[config.mk]
export PLATFORM = sky130hd
export DESIGN_NAME = triangle_dispatch_queue
export DESIGN_NICKNAME = d
export VERILOG_FILES = /design/src/rtl/triangle_dispatch_queue.sv
export SDC_FILE = /design/constraint.sdc
export NUM_CORES = 2
export LEC_CHECK = 0
export CAP_MARGIN = 15
export CORE_MARGIN = 10
export CORE_UTILIZATION = 35
export CTS_CLUSTER_SIZE = 14
export DETAILED_ROUTE_END_ITERATION = 8
export MAX_ROUTING_LAYER = met4
export SLEW_MARGIN = 0
export SYNTH_ARGS = -nofsm -noshare
export SYNTH_HDL_FRONTEND = slang
export SYNTH_SLANG_ARGS = --single-unit
[constraint.sdc]
create_clock -name i_clk -period 42.6 [get_ports i_clk]
set_input_delay 12.78 -clock i_clk [delete_from_list [all_inputs] [get_ports i_clk]]
set_output_delay 12.78 -clock i_clk [all_outputs]
set_load 0.03 [all_outputs]
[src/rtl/triangle_dispatch_queue.sv]
// triangle_dispatch_queue: buffers assembled triangles in a small FIFO and hands them out
// round-robin to an array of rasterizers over a shared registered bus with one-hot starts.
module triangle_dispatch_queue #(
    parameter int unsigned DEPTH           = 4,
    parameter int unsigned NUM_RASTERIZERS = 2
) (
    input  logic                         i_clk,
    input  logic                         i_reset_n,
    input  logic                         i_valid,
    input  logic [127:0]                 i_v1,
    input  logic [127:0]                 i_v2,
    input  logic [127:0]                 i_v3,
    input  logic [127:0]                 i_c1,
    input  logic [127:0]                 i_c2,
    input  logic [127:0]                 i_c3,
    output logic                         o_pause,
    input  logic [NUM_RASTERIZERS-1:0]   i_raster_busy,
    output logic [NUM_RASTERIZERS-1:0]   o_raster_start,
    output logic [127:0]                 o_v1,
    output logic [127:0]                 o_v2,
    output logic [127:0]                 o_v3,
    output logic [127:0]                 o_c1,
    output logic [127:0]                 o_c2,
    output logic [127:0]                 o_c3,
    output logic [$clog2(DEPTH):0]       o_count,
    output logic                         o_idle,
    output logic [31:0]                  o_dispatched
);

    localparam int unsigned AW = $clog2(DEPTH);
    localparam int unsigned RW = (NUM_RASTERIZERS > 1) ? $clog2(NUM_RASTERIZERS) : 1;
    localparam int unsigned TW = 6 * 128;

    logic [TW-1:0]              mem_q [DEPTH];
    logic [AW-1:0]              wr_ptr_q, wr_ptr_d;
    logic [AW-1:0]              rd_ptr_q, rd_ptr_d;
    logic [AW:0]                count_q, count_d;
    logic [RW-1:0]              rr_q, rr_d;
    logic [NUM_RASTERIZERS-1:0] start_q, start_d;
    logic [TW-1:0]              bus_q, bus_d;
    logic [31:0]                dispatched_q, dispatched_d;
    // Low throughout reset, high from the first cycle after release; keeps o_idle low in reset.
    logic                       alive_q, alive_d;

    logic                       full, empty, push, pop;
    logic [TW-1:0]              in_tri;
    logic [NUM_RASTERIZERS-1:0] eligible, rot;
    logic [2*NUM_RASTERIZERS-1:0] doubled;
    logic [RW-1:0]              first;
    logic                       grant_found;
    logic [RW:0]                grant_sum;
    logic [RW-1:0]              grant;
    logic [RW:0]                grant_next;

    assign in_tri = {i_v1, i_v2, i_v3, i_c1, i_c2, i_c3};
    assign full   = (count_q == (AW+1)'(DEPTH));
    assign empty  = (count_q == '0);

    // Round-robin arbitration: rotate the eligible mask so rr sits at bit 0, pick the lowest.
    always_comb begin
        eligible    = ~i_raster_busy & ~start_q;
        doubled     = {eligible, eligible} >> rr_q;
        rot         = doubled[NUM_RASTERIZERS-1:0];
        first       = '0;
        grant_found = 1'b0;
        for (int i = 0; i < NUM_RASTERIZERS; i++) begin
            if (!grant_found && rot[i]) begin
                grant_found = 1'b1;
                first       = RW'(i);
            end
        end
        grant_sum = {1'b0, rr_q} + {1'b0, first};
        if (grant_sum >= (RW+1)'(NUM_RASTERIZERS)) begin
            grant_sum = grant_sum - (RW+1)'(NUM_RASTERIZERS);
        end
        grant      = grant_sum[RW-1:0];
        grant_next = {1'b0, grant} + (RW+1)'(1);
        if (grant_next >= (RW+1)'(NUM_RASTERIZERS)) begin
            grant_next = '0;
        end
    end

    // Next-state for FIFO pointers, occupancy, dispatch bus and counters.
    always_comb begin
        push         = i_reset_n && i_valid && !full;
        pop          = !empty && grant_found;
        wr_ptr_d     = push ? wr_ptr_q + AW'(1) : wr_ptr_q;
        rd_ptr_d     = pop ? rd_ptr_q + AW'(1) : rd_ptr_q;
        count_d      = count_q;
        if (push && !pop) begin
            count_d = count_q + (AW+1)'(1);
        end else if (pop && !push) begin
            count_d = count_q - (AW+1)'(1);
        end
        rr_d         = pop ? grant_next[RW-1:0] : rr_q;
        start_d      = pop ? (NUM_RASTERIZERS'(1) << grant) : '0;
        bus_d        = pop ? mem_q[rd_ptr_q] : bus_q;
        dispatched_d = pop ? dispatched_q + 32'd1 : dispatched_q;
        alive_d      = 1'b1;
    end

    // Control state with synchronous active-low reset.
    always_ff @(posedge i_clk) begin
        if (!i_reset_n) begin
            wr_ptr_q     <= '0;
            rd_ptr_q     <= '0;
            count_q      <= '0;
            rr_q         <= '0;
            start_q      <= '0;
            bus_q        <= '0;
            dispatched_q <= '0;
            alive_q      <= 1'b0;
        end else begin
            wr_ptr_q     <= wr_ptr_d;
            rd_ptr_q     <= rd_ptr_d;
            count_q      <= count_d;
            rr_q         <= rr_d;
            start_q      <= start_d;
            bus_q        <= bus_d;
            dispatched_q <= dispatched_d;
            alive_q      <= alive_d;
        end
    end

    // FIFO storage; contents are don't-care once the pointers are reset.
    always_ff @(posedge i_clk) begin
        if (push) begin
            mem_q[wr_ptr_q] <= in_tri;
        end
    end

    assign o_pause        = full;
    assign o_count        = count_q;
    assign o_raster_start = start_q;
    assign o_dispatched   = dispatched_q;
    assign {o_v1, o_v2, o_v3, o_c1, o_c2, o_c3} = bus_q;
    assign o_idle = alive_q && empty && (start_q == '0) && (i_raster_busy == '0);

endmodule

==> run metrics <==
status complete, no violations; row count 230; fin util 0.441; initial antenna violation count 217; Cell Area, Placed 160,000 um2; Cell Pwr Density 65.2 nW/um2; top cell type's share of synthesized area 0.667; flops & latches, synth 3,883; sequential cell area 108,000 um2; largest net degree at the start of global routing 147; CORE AREA around 390,000 um2; footprint of the multi-input gates 28,000 um2; Final min period between 20 and 30 ns; Yosys warning count 0; Slew Viols, Final 0; VDD IR max 0.0529 mV; Post-CTS Setup Bufs 0; Die ar. 421,000 um2; GRT Residual Overflow 0; H-tree lvl count 5; asr flop ratio synth 0; Area Overhead vs Synth 25.4%; first-pass GRT wire length 569 mm; Setup Viol. Count Final 0; crit path kind in -> out; CTS hold repair buffers 0; RSZ-0062 raised after global routing no; final std cells w/o fill 14,900; Clock Path Buffers 4; total negative slack 0 ns; Worst Setup Slack, final approximately 15 ns; most numerous cell in the Yosys netlist edfxtp_1; Initial Util 0.352; DIE WIDTH 649 um; CP arrival ~14 ns; crit end category output port; Final Net Count 10,000; CTS Root Buffer Type clkbuf_16; Vias/cell between 5 and 6; EDFF count, synth approximately 3,000; WL per Instance 27.2 um; initial DRC count 6,348; worst hold path type reg -> reg; part of the cycle the worst path needs 0.639; Synth cell types 38; post-synth top area cell edfxtp_1; I/O Pins 1,580; register area share after synthesis 0.784; HPWL after DPL between 200 and 300 mm; worst-margin pin slew approximately 1.2 ns; Pleak ~55 nW; Max FO, Critical Path 5; Mapped Area 138,000 um2; CTS sink cnt 3,883; IO Port Bufs 1,579; share of layout cells above drive strength 1 0.153; GRT Overall Usage 0.190; Place WS approximately 15 ns; total routed wirelength 406 mm; vias in the first global route between 70,000 and 80,000; Fmax 0.0368 GHz; syn_nets around 8,400; Num CTS Buffers 398; via count 75,300; commonest register cell after synthesis edfxtp_1; Tot Pwr around 11 mW; Worst Setup Start Kind input port; number of fill cells in the layout roughly 34,000; Placed Cells 14,100; max-cap viol count 0; Placer Congestion 0.853; Post-route DRC 0; syn_area_per_cell 18.2 um2; CTS tree built; Finished Cell Area 173,000 um2; Fin. Hold Viols 0; clock-pin slew on the worst setup and hold paths 0.06 ns; Hold Slack 0.453 ns; router iterations before antenna repair 7; r2r setup slk 36.11 ns; leading post-synthesis cells by cell area edfxtp_1, mux4_2, dfxtp_1; Clk Latency, worst-skew pair 0.96 ns; most frequent cells after synthesis edfxtp_1, nand2_1, dfxtp_1; slew margin rel. 0.194; Resized cells post-CTS 0; Synth Instances between 7,000 and 8,000; Worst Skew between 0.07 and 0.08 ns; CP required 29.82 ns; Die H 649 um; Detail Route Antenna Nets 0
[area by class of cell]
class,count,share of cell area
timing repair buffer,1686,0.0970
clock inverter,184,0.0125
multi-input combinational,3252,0.162
antenna,137,0.00198
inverter,13,0.000368
tap,5220,0.0377
clock buffer,570,0.0634
sequential,3883,0.626
[cell families (layout without fill, tap and decap cells)]
group                      after synthesis  after routing  synth area share
muxes                                  772            772             0.125
AOI/OAI and AO/OA                      802            802            0.0293
and+or+nand+nor                       1650           1650            0.0459
other                                    0            137                 0
xor gates and xnor gates                21             21           0.00133
adders and majority gates                7              7          0.000688
buffers and inverters                  450           2453            0.0130
DFF                                   3883           3883             0.784
[registers in the layout (all words and copies together), names as in the netlist]
register,cells
o_count,3
o_raster_start,2
bus_q,768
alive_q,1
rd_ptr_q,2
o_dispatched,32
rr_q,1
wr_ptr_q,2
mem_q,3072
[final timing paths]
check	from	to	cells after the start
worst max-delay path	i_raster_busy[0]	o_idle	4
worst min-delay path	bus_q[218]$_SDFFE_PN0P_	bus_q[218]$_SDFFE_PN0P_	2
worst max register to register	rd_ptr_q[0]$_SDFFE_PN0P_	bus_q[272]$_SDFFE_PN0P_	9
worst min register to register	bus_q[218]$_SDFFE_PN0P_	bus_q[218]$_SDFFE_PN0P_	2
[power by group]
part	internal (mW)	leakage [nW]	total, mW	switching (mW)
combinational	1.15	13.8	3.03	1.88
clock	1.99	6.39	3.47	1.48
sequential	4.56	34.5	4.81	0.247
total	7.70	54.7	11.3	3.61
[critical path, cell delays in order]
cell,delay [ns]
clkdlybuf4s50_1,0.49
nor2_1,0.18
and4_1,0.26
clkdlybuf4s50_1,0.71
[layout by cell type (no fill, tap or decap), types with 5 or more instances in the layout]
master           count
edfxtp_1          3072
or4_1                5
nor2_1              28
ha_1                 6
inv_16               6
a21oi_1            782
diode_2            137
clkbuf_8            34
buf_12              17
clkdlybuf4s50_1   1578
clkbuf_1           136
nand3_1             10
xnor2_1             12
nor3_1              10
bufinv_16           29
buf_4               91
o21ai_0              8
clkinv_1            43
mux4_2             768
nand4_1             11
xor2_1               9
dfxtp_1            809
clkinvlp_4           9
or3_1               10
clkinv_16           16
clkbuf_16          400
clkinv_2            69
inv_6                6
inv_1               11
nand2_1           1557
[metal layers]
metal | vias to the layer above | wire length (um) | GRT usage
li1 | 32700 | - | -
met1 | 39100 | 154000 | 0.223
met2 | 2681 | 204000 | 0.312
met3 | 739 | 33200 | 0.0564
met4 | 0 | 14700 | 0.0703
met5 | - | 0 | -
Note: power is estimated with default switching activity, not from simulation.
